`src/rtl/multicycle_ctrl.sv`:
```
// Main control FSM for the multi-cycle RV32I core: sequences the shared memory, regfile and ALU.
// Optional build macro MULTICYCLE_PERF_CNT_EN adds cycle_cnt / instret_cnt counters.
//
//  state         | meaning
//  FETCH    (0)  | read instr at PC, PC <= PC + 4 once memory is ready
//  DECODE   (1)  | read regfile, compute branch target OldPC + imm
//  MEMADR   (2)  | compute load/store address RD1 + imm
//  MEMREAD  (3)  | read data memory, wait for mem_ready
//  MEMWB    (4)  | write loaded data to rd
//  MEMWRITE (5)  | write data memory, wait for mem_ready
//  EXECR    (6)  | ALU on RD1, RD2
//  EXECI    (7)  | ALU on RD1, imm
//  ALUWB    (8)  | write ALUOut to rd
//  BEQ      (9)  | compare, take branch target on zero
//  JAL      (10) | PC <= target, ALU computes OldPC + 4 for link
//  ERROR    (15) | unsupported encoding, sticky until reset
module multicycle_ctrl #(
   parameter int STATE_WIDTH = 4
) (
   input  logic                   clk,
   input  logic                   rst,
   input  logic [6:0]             op,
   input  logic [2:0]             funct3,
   input  logic                   funct7b5,
   input  logic                   zero,
   input  logic                   mem_ready,
   output logic                   PCWrite,
   output logic                   AdrSrc,
   output logic                   IRWrite,
   output logic                   MemWrite,
   output logic                   RegWrite,
   output logic [1:0]             ResultSrc,
   output logic [1:0]             ALUSrcA,
   output logic [1:0]             ALUSrcB,
   output logic [2:0]             ALUctrl,
   output logic [1:0]             ImmSrc,
   output logic                   illegal,
   output logic [STATE_WIDTH-1:0] state
`ifdef MULTICYCLE_PERF_CNT_EN
   ,
   output logic [31:0]            cycle_cnt,
   output logic [31:0]            instret_cnt
`endif
);

   localparam logic [STATE_WIDTH-1:0] S_FETCH    = STATE_WIDTH'(0);
   localparam logic [STATE_WIDTH-1:0] S_DECODE   = STATE_WIDTH'(1);
   localparam logic [STATE_WIDTH-1:0] S_MEMADR   = STATE_WIDTH'(2);
   localparam logic [STATE_WIDTH-1:0] S_MEMREAD  = STATE_WIDTH'(3);
   localparam logic [STATE_WIDTH-1:0] S_MEMWB    = STATE_WIDTH'(4);
   localparam logic [STATE_WIDTH-1:0] S_MEMWRITE = STATE_WIDTH'(5);
   localparam logic [STATE_WIDTH-1:0] S_EXECR    = STATE_WIDTH'(6);
   localparam logic [STATE_WIDTH-1:0] S_EXECI    = STATE_WIDTH'(7);
   localparam logic [STATE_WIDTH-1:0] S_ALUWB    = STATE_WIDTH'(8);
   localparam logic [STATE_WIDTH-1:0] S_BEQ      = STATE_WIDTH'(9);
   localparam logic [STATE_WIDTH-1:0] S_JAL      = STATE_WIDTH'(10);
   localparam logic [STATE_WIDTH-1:0] S_ERROR    = STATE_WIDTH'(15);

   localparam logic [6:0] OP_LW  = 7'b0000011;
   localparam logic [6:0] OP_SW  = 7'b0100011;
   localparam logic [6:0] OP_R   = 7'b0110011;
   localparam logic [6:0] OP_I   = 7'b0010011;
   localparam logic [6:0] OP_BEQ = 7'b1100011;
   localparam logic [6:0] OP_JAL = 7'b1101111;

   logic [STATE_WIDTH-1:0] state_q;
   logic [STATE_WIDTH-1:0] state_d;
   logic                   funct_ok;
   logic [2:0]             alu_funct;

   assign funct_ok = (funct3 == 3'b000) || (funct3 == 3'b010) ||
                     (funct3 == 3'b110) || (funct3 == 3'b111);

   always_ff @(posedge clk) begin
      if (!rst) state_q <= S_FETCH;
      else      state_q <= state_d;
   end

   always_comb begin
      state_d = S_ERROR;
      case (state_q)
         S_FETCH:    state_d = mem_ready ? S_DECODE : S_FETCH;
         S_DECODE: begin
            case (op)
               OP_LW, OP_SW: state_d = S_MEMADR;
               OP_R:         state_d = funct_ok ? S_EXECR : S_ERROR;
               OP_I:         state_d = funct_ok ? S_EXECI : S_ERROR;
               OP_BEQ:       state_d = (funct3 == 3'b000) ? S_BEQ : S_ERROR;
               OP_JAL:       state_d = S_JAL;
               default:      state_d = S_ERROR;
            endcase
         end
         S_MEMADR:   state_d = (op == OP_LW) ? S_MEMREAD : S_MEMWRITE;
         S_MEMREAD:  state_d = mem_ready ? S_MEMWB : S_MEMREAD;
         S_MEMWB:    state_d = S_FETCH;
         S_MEMWRITE: state_d = mem_ready ? S_FETCH : S_MEMWRITE;
         S_EXECR:    state_d = S_ALUWB;
         S_EXECI:    state_d = S_ALUWB;
         S_ALUWB:    state_d = S_FETCH;
         S_BEQ:      state_d = S_FETCH;
         S_JAL:      state_d = S_ALUWB;
         default:    state_d = S_ERROR;
      endcase
   end

   // Subtract only exists for register-register ops; addi ignores instr[30].
   always_comb begin
      alu_funct = 3'b000;
      case (funct3)
         3'b000:  alu_funct = (op == OP_R && funct7b5) ? 3'b001 : 3'b000;
         3'b010:  alu_funct = 3'b101;
         3'b110:  alu_funct = 3'b011;
         3'b111:  alu_funct = 3'b010;
         default: alu_funct = 3'b000;
      endcase
   end

   always_comb begin
      PCWrite   = 1'b0;
      AdrSrc    = 1'b0;
      IRWrite   = 1'b0;
      MemWrite  = 1'b0;
      RegWrite  = 1'b0;
      ResultSrc = 2'b00;
      ALUSrcA   = 2'b00;
      ALUSrcB   = 2'b00;
      ALUctrl   = 3'b000;
      case (state_q)
         S_FETCH: begin
            ALUSrcB   = 2'b10;
            ResultSrc = 2'b10;
            IRWrite   = mem_ready;
            PCWrite   = mem_ready;
         end
         S_DECODE: begin
            ALUSrcA = 2'b01;
            ALUSrcB = 2'b01;
         end
         S_MEMADR: begin
            ALUSrcA = 2'b10;
            ALUSrcB = 2'b01;
         end
         S_MEMREAD:  AdrSrc = 1'b1;
         S_MEMWB: begin
            ResultSrc = 2'b01;
            RegWrite  = 1'b1;
         end
         S_MEMWRITE: begin
            AdrSrc   = 1'b1;
            MemWrite = 1'b1;
         end
         S_EXECR: begin
            ALUSrcA = 2'b10;
            ALUctrl = alu_funct;
         end
         S_EXECI: begin
            ALUSrcA = 2'b10;
            ALUSrcB = 2'b01;
            ALUctrl = alu_funct;
         end
         S_ALUWB:    RegWrite = 1'b1;
         S_BEQ: begin
            ALUSrcA = 2'b10;
            ALUctrl = 3'b001;
            PCWrite = zero;
         end
         S_JAL: begin
            ALUSrcA = 2'b01;
            ALUSrcB = 2'b10;
            PCWrite = 1'b1;
         end
         default: ;
      endcase
      // No architectural write may slip out while reset is asserted.
      if (!rst) begin
         PCWrite  = 1'b0;
         IRWrite  = 1'b0;
         MemWrite = 1'b0;
         RegWrite = 1'b0;
      end
   end

   always_comb begin
      ImmSrc = 2'b00;
      case (op)
         OP_SW:   ImmSrc = 2'b01;
         OP_BEQ:  ImmSrc = 2'b10;
         OP_JAL:  ImmSrc = 2'b11;
         default: ImmSrc = 2'b00;
      endcase
   end

   assign illegal = (state_q == S_ERROR);
   assign state   = state_q;

`ifdef MULTICYCLE_PERF_CNT_EN
   logic retire;

   assign retire = (state_d == S_FETCH) &&
                   (state_q == S_MEMWB || state_q == S_MEMWRITE ||
                    state_q == S_ALUWB || state_q == S_BEQ);

   always_ff @(posedge clk) begin
      if (!rst) begin
         cycle_cnt   <= 32'd0;
         instret_cnt <= 32'd0;
      end else begin
         if (state_q != S_ERROR) cycle_cnt <= cycle_cnt + 32'd1;
         if (retire)             instret_cnt <= instret_cnt + 32'd1;
      end
   end
`endif

endmodule
```
`config.mk`:
```
export PLATFORM = sky130hd
export DESIGN_NAME = multicycle_ctrl
export DESIGN_NICKNAME = d
export VERILOG_FILES = /design/src/rtl/multicycle_ctrl.sv
export SDC_FILE = /design/constraint.sdc
export NUM_CORES = 1
export LEC_CHECK = 0
export CORE_UTILIZATION = 38
export CTS_CLUSTER_SIZE = 28
export DETAILED_ROUTE_END_ITERATION = 10
export GPL_TIMING_DRIVEN = 0
export PLACE_DENSITY_LB_ADDON = 0.12
export SYNTH_ARGS = -nofsm -noshare
export SYNTH_HDL_FRONTEND = slang
export SYNTH_SLANG_ARGS = --single-unit
export TNS_END_PERCENT = 20
```
`constraint.sdc`:
```
create_clock -name clk -period 1.6 [get_ports clk]
set_input_delay 0.24 -clock clk [delete_from_list [all_inputs] [get_ports clk]]
set_output_delay 0.24 -clock clk [all_outputs]
set_load 0.05 [all_outputs]
```
==> qor.txt, run 1 <==
pre-CTS WS = -0.9271 ns
syn_area_per_cell = 6.961 µm²
Mapped Cells = 94
Final Wtd Congestion = 0.8390
Post-synth ARST share = 0%
Rows = 14
antenna violations before repair = 0
placed cell areas = 1214 µm²
Starting Density = 41.97%
# IOs = 36
I/O Buffers = 35
failing step = 5_1_grt
worst_ep kind = output port
stop err = [ERROR DPL-0033] detailed placement checks failed during check placement.
CTS sink count = 4
DP Cell Count = 145
die width = 43.50 µm
H-tree Lvls = 1
HPWL Detailed = 1.636 mm
Yosys reg bits = 4
Distinct cells, synth = 38
CTS root buf = clkbuf_4
EDFF count, synth = 0
sequential-to-total area share from yosys stat = 12.24%
pin count of the biggest net entering global routing = 11
post-GRT worst EP = PCWrite
outcome = did not finish
Post-synth top flop = dfxtp_1
CTS buffer count = 3
Net Count, Synth = 109
Mapped Area = 654.4 µm²
Yosys warning total = 0
Clock Tree Buf Depth = 2
Die Y = 43.50 µm
## synthesized netlist by cell type (all sizes together), types with 2 or more instances
master | number | area [µm²]
a21oi | 9 | 45.04
a22o | 2 | 17.52
and4 | 3 | 27.53
buf | 7 | 36.28
dfxtp | 4 | 80.08
inv | 2 | 7.510
mux2 | 2 | 22.52
nand2 | 6 | 22.52
nand2b | 6 | 37.54
nor2 | 10 | 37.54
nor2b | 5 | 31.28
nor3 | 5 | 25.02
nor3b | 2 | 15.01
nor4b | 2 | 17.52
o21ai | 5 | 25.02
o22ai | 2 | 12.51
o31a | 3 | 26.28
xnor2 | 2 | 17.52
## what timing repair did
action,4_1_cts
endpoints found under the setup margin,20
buffers inserted,13
cloned,1
endpoints found under the hold margin,0
hold buffers,0
resized for setup,142
pin swaps,4
## stage by stage
step	utilization (%)	hold WS [ns]
after floorplan	-	0.3567
after global placement	77.85	0.7788
after detailed placement	77.85	0.7847
after CTS	92.13	0.6543
## cells by family after synthesis
family | synth area share (%)
compound gates | 28.68
simple gates | 41.88
xor+xnor | 4.016
mux | 4.971
buf+inv | 6.692
fa+ha+maj | 1.530
flops | 12.24
==> run 2, diff against run 1 <==
CORE_AREA = 2 2 63 65   (was default)
CORE_UTILIZATION = default   (was 38)
CTS_CLUSTER_SIZE = default   (was 28)
DIE_AREA = 0 0 65 67   (was default)
PLACE_DENSITY_LB_ADDON = 0.15   (was 0.12)
==> run 2 against run 1 <==
Compared with the run above: the flow now finishes, with violations (setup timing); synthesized cell count did not move; synthesized area did not move.
==> qor.txt, run 2 <==
commonest non-fill, non-tap cell in the layout = buf_4
Slowest cell on crit path = dfxtp_4
# setup viols final = 7
# hold bufs at CTS = 0 (unchanged)
Hold Crit Class = input port to flop
P per Cell Area = 2197 nW/µm²
drt wl/cell = 12.79 µm
Hold Crit Depth = 2
relative slew slack = 67.22%
DRC Markers = 0
Net Count, Synth = 109 (unchanged)
Starting Density = 18.15% (was 41.97%)
DP Cell Count = 177 (was 145)
max reg flops = 4
Layout area overhead = 128.5%
Worst-path clk slew = 0.03 ns
Pwr Total = 3.285 mW
Startpoint Class = flop
Hold Slack = 0.5193 ns
xor/xnor cell area share of the yosys netlist = 4.015% (unchanged)
DRT antenna net count = 0
largest area contributor in the synthesized netlist = dfxtp_1 (unchanged)
adder-cell share of the synthesized area = 1.530% (unchanged)
H-tree Lvls = 1 (unchanged)
LEAKAGE = 0.6159 nW
Final Wtd Congestion = 0.7369 (was 0.8390)
Via density = 4.681
Synth Area in Simple Gates = 41.87% (unchanged)
ranking of synthesized cells by area = dfxtp_1 (12%), a21oi_1 (6.9%), nand2b_1 (5.7%) (unchanged)
outcome = finished with violations (was did not finish)
Post-synth top flop = dfxtp_1 (unchanged)
count of non-filler cells in the finished layout = 191
MaxCap Viol Count = 0
die width = 65 µm (was 43.50 µm)
Worst-Margin Slew = 0.4902 ns
CP Cell Sequence = buf_12, nor2_4, nand2_1, mux2_4, nor3b_4, buf_6
Synth top area share = 12.24% (unchanged)
Reg-to-Reg End = state[0]
CTS sink count = 4 (unchanged)
core area = 3606 µm²
worst setup margin = -0.1430 ns
via count = 894
cells on worst reg2reg path = 5
FILL cells = 370
antenna violations before repair = 0
first-pass GRT wire length = 4.050 mm
final wirelength = 2.442 mm
Hold EP = state[1]
endpoint class of the critical path = output pin
f_max = 0.5737 GHz
commonest non-fill, non-tap cells in the layout = buf_4 (16), dlygate4sd2_1 (12), buf_6 (11)
Yosys reg bits = 4 (unchanged)
EDFF count, synth = 0 (unchanged)
post-synthesis compound-gate area fraction = 28.68% (unchanged)
Yosys warning total = 0 (unchanged)
Distinct cells, synth = 38 (unchanged)
syn_area_per_cell = 6.961 µm² (unchanged)
Rows = 22 (was 14)
leading cell type by number of instances after synthesis = nor2_1 (unchanged)
number of global-route vias before repair = 846
Final Util = 41.46%
grt total ovfl = 0
Post-synth ARST share = 0% (unchanged)
reg-to-reg startpoint = state[1]
Pre-antenna DRT Iters = 4
CTS root buf = clkbuf_8 (was clkbuf_4)
final worst path period share = 108.9%
nets = 160
CP Data Arrival Time = 1.50 ns
critical path class = flop to output pin
RSZ-0062 raised after global routing = true
Peak VDD IR = 0.7193 mV
failing checks = setup timing
main combinational cell family by area after synthesis = simple AND/OR/NAND/NOR gates (unchanged)
CTS tree = yes
sequential-to-total area share from yosys stat = 12.24% (unchanged)
Mapped Area = 654.4 µm² (unchanged)
HPWL Detailed = 1.817 mm (was 1.636 mm)
CTS buffer count = 3 (unchanged)
pin count of the biggest net entering global routing = 11
Die Y = 67 µm (was 43.50 µm)
CP peak stage delay = 0.36 ns
mux cell area share after synthesis = 4.971% (unchanged)
worst path required time = 1.36 ns
endpoints failing hold = 0
worst hold path startpoint = rst
share of layout cells above drive strength 1 = 49.65%
GRT Resource Usage Total = 11.95%
Clock Tree Buf Depth = 2 (unchanged)
# IOs = 36 (unchanged)
fin crit period = 1.743 ns
reg2reg setup slack = 0.07 ns
Final Slew Violations = 0
Mapped Cells = 94 (unchanged)
most frequent cells after synthesis = nor2_1 (10), a21oi_1 (9), nand2_1 (6), nand2b_1 (6) (unchanged)
clk_lat worst skew = 0.21 ns
antenna diode count = 0
Die ar. = 4355 µm²
skew final = 0.003789 ns
I/O Buffers = 35 (unchanged)
Starting DRT DRC Count = 24
crit-path max FO = 5
==> run 2: cell counts after synthesis <==
No cell type changed its count.
==> run 2: cell families (layout without fill, tap and decap cells) <==
group | count (synthesis) | count (layout)
and+or+nand+nor | 46 | 46
AOI/OAI and AO/OA | 28 | 28
DFF | 4 | 4
xor gates and xnor gates | 3 | 3
adders and majority gates | 1 | 1
buffers and inverters | 9 | 58
muxes | 3 | 3
==> run 2: how the worst max path moves through the flow <==
stage | startpoint | end | slack, ns | depth (start not counted)
4_1_cts | state[1] | PCWrite | -0.15 | 6
2_1_floorplan | state[1] | PCWrite | -0.17 | 5
3_3_place_gp | op[3] | ALUctrl[0] | -0.93 | 6
3_5_place_dp | op[3] | ALUctrl[0] | -0.97 | 6
5_1_grt | state[1] | PCWrite | -0.22 | 6
6_report | state[0] | PCWrite | -0.14 | 6
==> run 2: area by class of cell <==
| class | instances | area [µm²] | share of cell area [%] |
|---|---|---|---|
| inverter | 2 | 7.507 | 0.5021 |
| tap | 48 | 60.06 | 4.017 |
| clock buffer | 3 | 41.29 | 2.762 |
| multi-input combinational | 81 | 737.0 | 49.29 |
| buffer | 7 | 100.1 | 6.695 |
| timing repair buffer | 46 | 454.2 | 30.38 |
| sequential | 4 | 95.09 | 6.360 |
==> run 2: worst max-delay path, delay by kind of cell, from the launching register on <==
family	cells	cell delay, ns
flops	1	0.36
simple gates	3	0.32
buf+inv	2	0.31
mux	1	0.29
==> run 2: layer usage <==
layer	wire length [µm]	vias up	global-route usage, %
met3	156	0	4.054
met4	0	0	0.7979
met1	1102	408	15.66
li1	-	456	-
met5	0	-	0
met2	1182	30	19.72
==> run 2: power breakdown <==
part / total, mW / switching [mW] / internal, mW / leakage (nW)
Combinational: 2.85 / 1.60 / 1.25 / 0.559
Sequential: 0.228 / 0.0564 / 0.172 / 0.0356
Clock: 0.206 / 0.0460 / 0.160 / 0.0216
Total: 3.28 / 1.70 / 1.58 / 0.616
==> run 2: through the flow <==
stage	TNS, ns	instance area [µm²]	worst slack [ns]
3_5_place_dp	-10.18	1254	-0.9679
4_1_cts	-0.6712	1434	-0.1550
3_3_place_gp	-10.09	1254	-0.9262
2_1_floorplan	-0.6795	843.3	-0.1750
6_report	-0.4409	1495	-0.1430
5_1_grt	-1.257	1495	-0.2177
==> run 2: repair_timing <==
item                                    4_1_cts  5_1_grt
pin swaps                                     5        1
gates cloned                                  1        0
gates resized for setup                     140       17
endpoints found under the setup margin       20       19
buffers inserted                              8        2
Note: power is estimated with default switching activity, not from simulation.
